<file path="config.mk">
export PLATFORM = sky130hd
export DESIGN_NAME = pbch_re_demapper_flat
export DESIGN_NICKNAME = d
export VERILOG_FILES = /design/src/rtl/mib_pkg.sv /design/src/rtl/pbch_re_demapper_if.sv /design/src/rtl/iq_sync_fifo.sv /design/src/rtl/pbch_re_demapper.sv /design/src/flat_wrapper.sv
export SDC_FILE = /design/constraint.sdc
export NUM_CORES = 1
export LEC_CHECK = 0
export BUFFER_PORTS_ARGS = -buffer_cell sky130_fd_sc_hd__buf_2
export CAP_MARGIN = 15
export CORE_ASPECT_RATIO = 0.75
export CORE_MARGIN = 10
export CORE_UTILIZATION = 66
export DETAILED_ROUTE_END_ITERATION = 8
export PLACE_DENSITY = 0.84
export REMOVE_ABC_BUFFERS = 1
export SLEW_MARGIN = 30
export SYNTH_ARGS = -nofsm -noshare
export SYNTH_HDL_FRONTEND = slang
export SYNTH_SLANG_ARGS = --single-unit
</file>
<file path="constraint.sdc">
create_clock -name clk -period 8.3 [get_ports clk]
set_input_delay 1.66 -clock clk [delete_from_list [all_inputs] [get_ports clk]]
set_output_delay 1.66 -clock clk [all_outputs]
set_load 0.02 [all_outputs]
</file>
<file path="src/rtl/mib_pkg.sv">
// mib_pkg: SSB grid geometry, PBCH region helper and demapper FSM states.
package mib_pkg;
  localparam int SSB_NSC = 240;
  localparam int SSB_NSYM = 4;
  localparam int PBCH_SYM2_LO_END = 47;
  localparam int PBCH_SYM2_HI_START = 192;
  localparam int PBCH_DATA_RE = 432;
  localparam int PBCH_DMRS_RE = 144;
  typedef enum logic {IDLE, ACTIVE} state_t;
  // Symbols 1 and 3 are fully PBCH; symbol 2 only outside the SSS band.
  function automatic logic is_pbch(input logic [1:0] sym, input logic [7:0] sc);
    return sym[0] || (sym == 2'd2 && (sc <= 8'(PBCH_SYM2_LO_END) || sc >= 8'(PBCH_SYM2_HI_START)));
  endfunction
endpackage

</file>
<file path="src/rtl/pbch_re_demapper_if.sv">
// pbch_re_demapper_if: input sample stream, output PBCH RE stream and status.
interface pbch_re_demapper_if #(parameter int WORD_LENGTH = 16);
  logic signed [WORD_LENGTH-1:0] i_in, q_in, i_out, q_out;
  logic in_valid, in_ready, in_ssb_start;
  logic [1:0] cell_id_mod4;
  logic out_dmrs, out_last, out_valid, out_ready;
  logic ssb_done, err_restart;
  modport slave (
    input i_in, q_in, in_valid, in_ssb_start, cell_id_mod4, out_ready,
    output in_ready, i_out, q_out, out_dmrs, out_last, out_valid, ssb_done, err_restart
  );
  modport master (
    output i_in, q_in, in_valid, in_ssb_start, cell_id_mod4, out_ready,
    input in_ready, i_out, q_out, out_dmrs, out_last, out_valid, ssb_done, err_restart
  );
endinterface

</file>
<file path="src/rtl/iq_sync_fifo.sv">
// iq_sync_fifo: single-clock first-word-fall-through FIFO, reads as zero when empty.
module iq_sync_fifo #(
  parameter int WIDTH = 34,
  parameter int DEPTH = 16,
  localparam int AW = $clog2(DEPTH)
) (
  input  logic             clk,
  input  logic             rst_n,
  input  logic             wr_en,
  input  logic [WIDTH-1:0] wr_data,
  input  logic             rd_en,
  output logic [WIDTH-1:0] rd_data,
  output logic             full,
  output logic             empty,
  output logic [AW:0]      count
);
  logic [WIDTH-1:0] mem [DEPTH];
  logic [AW-1:0] wp, rp;
  logic wr, rd;
  assign full = count == (AW+1)'(DEPTH);
  assign empty = count == '0;
  assign wr = wr_en && !full;
  assign rd = rd_en && !empty;
  assign rd_data = empty ? '0 : mem[rp];
  always_ff @(posedge clk)
    if (wr) mem[wp] <= wr_data;
  always_ff @(posedge clk) begin
    if (!rst_n) begin
      wp <= '0;
      rp <= '0;
      count <= '0;
    end else begin
      wp <= wr ? wp + AW'(1) : wp;
      rp <= rd ? rp + AW'(1) : rp;
      count <= count + (AW+1)'(wr) - (AW+1)'(rd);
    end
  end
endmodule

</file>
<file path="src/rtl/pbch_re_demapper.sv">
// pbch_re_demapper: walks the SSB grid, keeps PBCH REs tagged data/DM-RS, buffers them in a FIFO.
module pbch_re_demapper import mib_pkg::*; #(
  parameter int WORD_LENGTH = 16,
  parameter int FIFO_DEPTH = 16
) (
  input logic clk,
  input logic rst_n,
  pbch_re_demapper_if.slave bus
);
  localparam int W = 2*WORD_LENGTH + 2;
  localparam int CW = $clog2(FIFO_DEPTH) + 1;
  state_t state, state_nx;
  logic [1:0] sym, sym_nx, v, v_nx;
  logic [7:0] sc, sc_nx;
  logic acc, start, at_last, sc_wrap, in_pbch, done_nx, wr_q, full, empty;
  logic [W-1:0] wd_q, rd;
  logic [CW-1:0] count;
  assign acc = bus.in_valid && bus.in_ready;
  assign start = acc && bus.in_ssb_start;
  assign sc_wrap = sc == 8'(SSB_NSC-1);
  assign at_last = sym == 2'd3 && sc_wrap;
  assign in_pbch = acc && !bus.in_ssb_start && state == ACTIVE && is_pbch(sym, sc);
  // The staged write counts against capacity so the FIFO can never overflow.
  assign bus.in_ready = rst_n && !full && !(wr_q && count == CW'(FIFO_DEPTH-1));
  always_comb begin
    state_nx = state;
    sym_nx = sym;
    sc_nx = sc;
    v_nx = v;
    done_nx = 1'b0;
    if (start) begin
      state_nx = ACTIVE;
      sym_nx = 2'd0;
      sc_nx = 8'd1;
      v_nx = bus.cell_id_mod4;
    end else if (acc && state == ACTIVE) begin
      done_nx = at_last;
      state_nx = at_last ? IDLE : ACTIVE;
      sc_nx = sc_wrap ? 8'd0 : sc + 8'd1;
      sym_nx = sc_wrap ? sym + 2'd1 : sym;
    end
  end
  always_ff @(posedge clk) begin
    if (!rst_n) begin
      state <= IDLE;
      sym <= '0;
      sc <= '0;
      v <= '0;
      wr_q <= 1'b0;
      wd_q <= '0;
      bus.ssb_done <= 1'b0;
      bus.err_restart <= 1'b0;
    end else begin
      state <= state_nx;
      sym <= sym_nx;
      sc <= sc_nx;
      v <= v_nx;
      wr_q <= in_pbch;
      wd_q <= {bus.i_in, bus.q_in, sc[1:0] == v, at_last};
      bus.ssb_done <= done_nx;
      bus.err_restart <= bus.err_restart || (start && state == ACTIVE);
    end
  end
  iq_sync_fifo #(.WIDTH(W), .DEPTH(FIFO_DEPTH)) u_fifo (
    .clk(clk),
    .rst_n(rst_n),
    .wr_en(wr_q),
    .wr_data(wd_q),
    .rd_en(bus.out_ready),
    .rd_data(rd),
    .full(full),
    .empty(empty),
    .count(count)
  );
  assign {bus.i_out, bus.q_out, bus.out_dmrs, bus.out_last} = rd;
  assign bus.out_valid = !empty;
endmodule

</file>
<file path="src/flat_wrapper.sv">
// flat-port wrapper written by rule: the top's interface ports become plain ports
module pbch_re_demapper_flat import mib_pkg::*;
#(
  parameter int WORD_LENGTH = 16,
  parameter int FIFO_DEPTH = 16
)
  (clk, rst_n, bus_i_in, bus_q_in, bus_in_valid, bus_in_ssb_start, bus_cell_id_mod4, bus_out_ready, bus_in_ready, bus_i_out, bus_q_out, bus_out_dmrs, bus_out_last, bus_out_valid, bus_ssb_done, bus_err_restart);
  pbch_re_demapper_if #(.WORD_LENGTH(WORD_LENGTH)) bus_i ();
  input logic clk;
  input logic rst_n;
  input wire logic [$bits(bus_i.i_in)-1:0] bus_i_in;
  input wire logic [$bits(bus_i.q_in)-1:0] bus_q_in;
  input wire logic [$bits(bus_i.in_valid)-1:0] bus_in_valid;
  input wire logic [$bits(bus_i.in_ssb_start)-1:0] bus_in_ssb_start;
  input wire logic [$bits(bus_i.cell_id_mod4)-1:0] bus_cell_id_mod4;
  input wire logic [$bits(bus_i.out_ready)-1:0] bus_out_ready;
  output wire logic [$bits(bus_i.in_ready)-1:0] bus_in_ready;
  output wire logic [$bits(bus_i.i_out)-1:0] bus_i_out;
  output wire logic [$bits(bus_i.q_out)-1:0] bus_q_out;
  output wire logic [$bits(bus_i.out_dmrs)-1:0] bus_out_dmrs;
  output wire logic [$bits(bus_i.out_last)-1:0] bus_out_last;
  output wire logic [$bits(bus_i.out_valid)-1:0] bus_out_valid;
  output wire logic [$bits(bus_i.ssb_done)-1:0] bus_ssb_done;
  output wire logic [$bits(bus_i.err_restart)-1:0] bus_err_restart;
  assign bus_i.i_in = bus_i_in;
  assign bus_i.q_in = bus_q_in;
  assign bus_i.in_valid = bus_in_valid;
  assign bus_i.in_ssb_start = bus_in_ssb_start;
  assign bus_i.cell_id_mod4 = bus_cell_id_mod4;
  assign bus_i.out_ready = bus_out_ready;
  assign bus_in_ready = bus_i.in_ready;
  assign bus_i_out = bus_i.i_out;
  assign bus_q_out = bus_i.q_out;
  assign bus_out_dmrs = bus_i.out_dmrs;
  assign bus_out_last = bus_i.out_last;
  assign bus_out_valid = bus_i.out_valid;
  assign bus_ssb_done = bus_i.ssb_done;
  assign bus_err_restart = bus_i.err_restart;
  pbch_re_demapper #(.WORD_LENGTH(WORD_LENGTH), .FIFO_DEPTH(FIFO_DEPTH)) u_core (.clk(clk), .rst_n(rst_n), .bus(bus_i));
endmodule
</file>
### After elaboration in Yosys (flattened, before gate mapping)

Memories as Yosys holds them, arrays and structs flattened. A register that Yosys moved wholly into a read port is not among the register bits.
Index checks and enable logic that the tools add are counted.

* register bits: 63
* bits in latches: 0
* bits in writable memories: 544
* ROM bits: 0
* bits of input ports: 39
* output and inout port bits: 38
* word-level logic and storage cells: 66
* memories kept: 1

* add/subtract/negate cells: 6
* $mul: 0
* divide/modulo/power cells: 0
* $lt $le $gt $ge: 2
* equality and inequality tests: 6
* shift-type cells: 0
* muxes and demuxes: 11
* bitwise gates (word level): 2
* reduce and logical (&&, ||, !) cells: 26

Memories
* u_core.u_fifo.mem: depth 16, bits a word 34, read ports 1, clocked after Yosys merged registers in 1, wr ports 1, RTL line iq_sync_fifo.sv:17 `logic [WIDTH-1:0] mem [DEPTH];`

Operator list (number)
* 34-bit 2-to-1 mux: 1
* 1-bit logical AND: 14
* 4-bit by 1-bit adder with 4-bit output (second input constant): 2
* 8-bit by 1-bit adder with 8-bit output (second input constant): 1
* 8-bit == test (second input constant): 1
* 8-bit >= comparator (second input constant): 1
* 8-bit by 6-bit less-or-equal comparator with 1-bit output (second input constant): 1
* 4-bit 2-to-1 mux: 2
* 8-bit 2-to-1 mux: 1
* 1-bit 2-to-1 mux: 7
* 5-bit by 1-bit adder with 5-bit output: 1
* 5-bit by 4-bit == test with 1-bit output (second input constant): 1
* 5-bit == test (second input constant): 1
* 5-bit logical NOT: 1
* 5-bit by 1-bit subtractor with 5-bit output: 1
* 2-bit == test (second input constant): 2
* 1-bit logical NOT: 4
* 1-bit logical OR: 3
* 3-bit OR reduction: 1
* 2-bit by 1-bit adder with 2-bit output (second input constant): 1
* 2-bit == test: 1
* 1-bit inverter: 2
* 2-bit AND reduction: 1
* 2-bit nonzero test: 1
* 2-bit OR reduction: 1

### Depth between registers and ports, before layout

* depth in word-level cells: 8
* gate-level depth with buffers: 13
* depth with buffers taken out: 12

### By module

Synthesis repeated with hierarchy kept, for this count alone.

* cell total of the unflattened synthesis: 1112
* area total of the unflattened synthesis: 23238.5 µm²

By module, submodules not included
* iq_sync_fifo: instances 1, cells an instance 945, area each 21479.4 µm², sequential area each 16676.0 µm²
* pbch_re_demapper: instances 1, cells an instance 167, area each 1759.2 µm², sequential area each 1001.0 µm²

### Least setup slack after synthesis

OpenSTA, ideal clock, no wires.

* path kind: reg2reg
* start point: register u_core.u_fifo.count[2]
* end point: memory u_core.u_fifo.mem[0][0], enable pin
* library setup time: 467 ps
* data arrival time: 3583 ps
* required time: 7833 ps
* path slack: 4250 ps
* stages on the path, launching flop included: 8
* path buffers: 1
* clock period less this slack: 4050 ps
* path through: dfxtp_1 inv_1 ha_1 nand4bb_1 and2_1 clkbuf_1 nand2_1 nor3_1

* longest elaborated chain between the ends: 5

Ends and longest elaborated chain
* start, declared: RTL line iq_sync_fifo.sv:15 `output logic [AW:0] count`
* start signal, assigned: RTL line iq_sync_fifo.sv:35 `count <= count + (AW+1)'(wr) - (AW+1)'(rd);`
* 5-bit == test: RTL line iq_sync_fifo.sv:20 `assign full = count == (AW+1)'(DEPTH);`
* 1-bit logical NOT: RTL line iq_sync_fifo.sv:22 `assign wr = wr_en && !full;`
* 1-bit logical AND: RTL line iq_sync_fifo.sv:22
* 1-bit 2-to-1 mux: RTL line iq_sync_fifo.sv:26 `if (wr) mem[wp] <= wr_data;`
* 1-bit 2-to-1 mux (implied by the code): RTL line iq_sync_fifo.sv:26
* end, declared: RTL line iq_sync_fifo.sv:17

Every way passes these cells.

==> run_results.csv <==
group,metric,value,unit
status,run_status,"complete, no violations",
cells_and_area,multi_input_area,5160,µm²
synth,synthesis.area_per_instance,21.3,µm²
placement,buffer_ports.inserted,76,
cts,post_cts_resize_count,0,
global_routing,grt.busiest_layer,"met2",
placement,detailedPlace.worstSlack,3540,ps
timing,worst_slack,2970,ps
cells_and_area,layout-drive-gt1-share,0.289,
power,power.static_leakage,8.11,nW
cts,ctsLongestPathBuffers,3,
cells_and_area,filler_cell_count,1753,
cts,cts.hold.buffers_added,0,
synth,synthesis.instances,1081,
floorplanning,dieArea,42800,µm²
cts,tritoncts_clock_tree,"yes",
power,switchingPower,0.00193,W
cts,clock_sink_count,611,
cells_and_area,postLayoutCoreUtil,0.751,
timing,slew-limit-headroom,0.425,
global_routing,grt_util_all_layers,0.249,
drt,dr_total_vias,11700,
synth,number_of_synthesis_warnings,0,
drt,detail_route.wl_per_cell,31.9,µm
cts,clk-insertion-delay-late,600,ps
critical_path,critical_path.max_stage_delay,900,ps
synth,synth_area,23000,µm²
global_routing,global_route.overflow_total,0,
global_routing,routing_usage_on_met2,0.409,
power,power_report.internal_total,0.00560,W
global_routing,first_global_vias,12000,
floorplanning,floorplan.rows,59,
power,fraction_of_power_consumed_by_sequential_logic,0.466,
synth,post-synth-top-area-cell,"sky130_fd_sc_hd__edfxtp_1",
cts,cts.reportedPaths.clkPinSlew,70,ps
cells_and_area,mostFrequentLayoutCell,"sky130_fd_sc_hd__edfxtp_1",
critical_path,crit_chain,"buf_12, mux4_2, a22o_1, a221o_1, buf_2",
placement,hpwlAfterDp,27000,µm
critical_path,slowest_stage,"sky130_fd_sc_hd__dfxtp_4",
global_routing,grt_antenna_before_repair,0,
synth,synth-seq-cells,611,
timing,final_period_minus_worst_setup_slack,5330,ps
cells_and_area,layout.area.seq,17700,µm²
power,switching_power_as_a_share_of_total_power,0.257,
cells_and_area,area.growth.synth_to_final,12.8,%
global_routing,gr-usage-met3,0.0605,
critical_path,critical_path_arrival,3670,ps
timing,finClkSkew,19.4,ps
cts,cts_buffers,53,
critical_path,critical_path_class,"flop to output port",
synth,top_flip_flop_cell_by_instance_count_after_synthesis,"sky130_fd_sc_hd__edfxtp_1",
cells_and_area,mostFrequentLayoutCells,"sky130_fd_sc_hd__edfxtp_1 (544), sky130_fd_sc_hd__mux4_2 (136), sky130_fd_sc_hd__buf_2 (76)",
timing,grt_setup_unrepaired,"no",
global_routing,grt_start_max_net_pins,97,
floorplanning,chipWidth,236,µm
cts,cts_max_level,2,
timing,achievable-frequency,0.188,GHz
drt,detail_route.first_pass.iterations,5,
placement,gpl.final_weighted_congestion,0.786,
timing,report.final.slew_viol_count,0,
power,p_comb_frac,0.178,
worst_hold_path,hold_path_class,"flop to flop",
synth,netlist.area_leader.share,0.710,
run,maximum_capacitance_violations,0,
floorplanning,design.portCount,77,
floorplanning,floorplan.initialDensity,0.666,
drt,drc,0,
cells_and_area,insertedDiodeCount,0,
global_routing,use_met1,0.326,
critical_path,worst-path-max-fanout,96,
floorplanning,die_height,182,µm
critical_path,cp_data_required_time,6640,ps
synth,synth_async_sr_flop_share,0,
floorplanning,placeableCoreArea,34500,µm²
synth,synth_enable_flop_cells,544,
critical_path,worst_setup_path_end_kind,"output port",
drt,routed_via_density,6.95,
timing,final.period_utilization,0.642,
drt,drt_first_iter_violations,1688,
cells_and_area,nNetsFinal,1234,
drt,drt.antenna.violating_nets,0,
critical_path,critical-path-top-delay-family,"flip-flops",
cts,clk_root_buffer_cell,"sky130_fd_sc_hd__clkbuf_16",
power,powerDensity,290,nW/µm²
power,clockPowerShare,0.356,
global_routing,grt_pass1_wl,79300,µm
synth,post_synth_num_cell_types,51,
synth,ys_top_cells_by_area,"sky130_fd_sc_hd__edfxtp_1 (71%), sky130_fd_sc_hd__mux4_2 (13%), sky130_fd_sc_hd__dfxtp_1 (5.8%)",
timing,worst-slew-pin-transition,863,ps
drt,totalWireLength,53600,µm
timing,setup_viol,0,
critical_path,start_kind,"flop",
critical_path,cp.buffers_inverters,2,
timing,hold_viol,0,
synth,yosysSeqAreaShare,0.768,
cts,post_cts.repair.setup_buffers,0,
power,peakVddDrop,0.228,mV
==> metal layers <==
layer  vias up  part of all wire
li1       4709                 -
met1      6049              0.37
met2       808              0.50
met3       128              0.10
met4         0             0.025
met5         -                 0
==> cells in the mapped netlist, types with 2 or more instances <==
library cell	number
sky130_fd_sc_hd__o21ai_0	7
sky130_fd_sc_hd__and3_1	11
sky130_fd_sc_hd__a21oi_1	9
sky130_fd_sc_hd__a211o_1	2
sky130_fd_sc_hd__a31oi_1	3
sky130_fd_sc_hd__and2_1	49
sky130_fd_sc_hd__nor3_1	6
sky130_fd_sc_hd__dfxtp_1	67
sky130_fd_sc_hd__or2_2	3
sky130_fd_sc_hd__xnor2_1	9
sky130_fd_sc_hd__and4b_1	2
sky130_fd_sc_hd__clkbuf_1	39
sky130_fd_sc_hd__nor2_1	15
sky130_fd_sc_hd__inv_1	8
sky130_fd_sc_hd__nand3_1	9
sky130_fd_sc_hd__buf_2	9
sky130_fd_sc_hd__edfxtp_1	544
sky130_fd_sc_hd__a22o_1	34
sky130_fd_sc_hd__nand4_1	2
sky130_fd_sc_hd__a21boi_0	4
sky130_fd_sc_hd__buf_1	6
sky130_fd_sc_hd__nand2_1	19
sky130_fd_sc_hd__a311oi_1	3
sky130_fd_sc_hd__ha_1	14
sky130_fd_sc_hd__or3_1	2
sky130_fd_sc_hd__a221o_1	34
sky130_fd_sc_hd__nor2b_1	3
sky130_fd_sc_hd__mux4_2	136
sky130_fd_sc_hd__buf_6	5
sky130_fd_sc_hd__o211ai_1	2
sky130_fd_sc_hd__a22oi_1	2
sky130_fd_sc_hd__nand2b_1	2
sky130_fd_sc_hd__o31ai_1	2
sky130_fd_sc_hd__xor2_1	2
==> power by group through the flow <==
stage / logic [W] / clock network [W] / registers [W]
global route: 0.00142 / 0.00282 / 0.00352
finish: 0.00134 / 0.00268 / 0.00351
detailed placement: 0.00132 / 0 / 0.00357
floorplan: 0.00102 / 0 / 0.00364
global placement: 0.00129 / 0 / 0.00357
CTS: 0.00135 / 0.00270 / 0.00351
==> worst paths after layout <==
path | startpoint | end | slack [ps] | cells after the start
worst max-delay path | flop | bus_i_out[14] | 2970 | 5
worst min-delay path | u_core.v[0] | u_core.v[0] | 500 | 2
worst max register to register | u_core.u_fifo.count[3] | u_core.u_fifo.count[4] | 5050 | 12
worst min register to register | u_core.v[0] | u_core.v[0] | 500 | 2
==> worst min-delay path, stage by stage, from the launching register on <==
cell and delay [ps]:
sky130_fd_sc_hd__dfxtp_1 310, sky130_fd_sc_hd__o21ai_0 60, sky130_fd_sc_hd__a21boi_0 80
==> layout make-up <==
cell class,instances,share of cell area
sequential,611,0.681
multi-input combinational,403,0.199
clock buffer,68,0.0556
timing repair buffer,103,0.0229
tap,457,0.0220
clock inverter,32,0.0180
inverter,8,0.00116
==> state kept, by name, indices dropped and copies added, names as in the netlist, named ones only <==
| register | count |
|---|---|
| u_core.sym | 2 |
| u_core.u_fifo.wp | 4 |
| u_core.v | 2 |
| u_core.sc | 8 |
| u_core.bus.ssb_done | 1 |
| u_core.wd_q | 34 |
| u_core.state | 1 |
| u_core.u_fifo.rp | 4 |
| u_core.u_fifo.count | 5 |
| u_core.bus.err_restart | 1 |
| u_core.u_fifo.mem | 544 |
| u_core.wr_q | 1 |
==> kinds of logic (layout without fill, tap and decap cells) <==
family / count (synthesis) / count (layout) / share of synthesized area
XOR/XNOR: 11 / 11 / 0.00419
AND/OR/NAND/NOR: 132 / 132 / 0.0330
multiplexers: 137 / 137 / 0.134
AO/OA/AOI/OAI: 108 / 108 / 0.0394
adder cells (fa/ha/maj): 15 / 15 / 0.00848
buffers and inverters: 67 / 211 / 0.0131
flip-flops: 611 / 611 / 0.768
==> stage by stage <==
step                      std cells  hold WS, ps  total power, W  area [µm²]  setup TNS, ps
after floorplan                1022          469         0.00466       22700          -7210
after global placement         1582          465         0.00486       24000              0
after detailed placement       1582          479         0.00490       24000              0
after CTS                      1682          494         0.00756       26000              0
after global routing           1682          520         0.00777       26000              0
final                          1682          501         0.00753       26000              0
No activity file was read; power rests on OpenSTA's default activity.
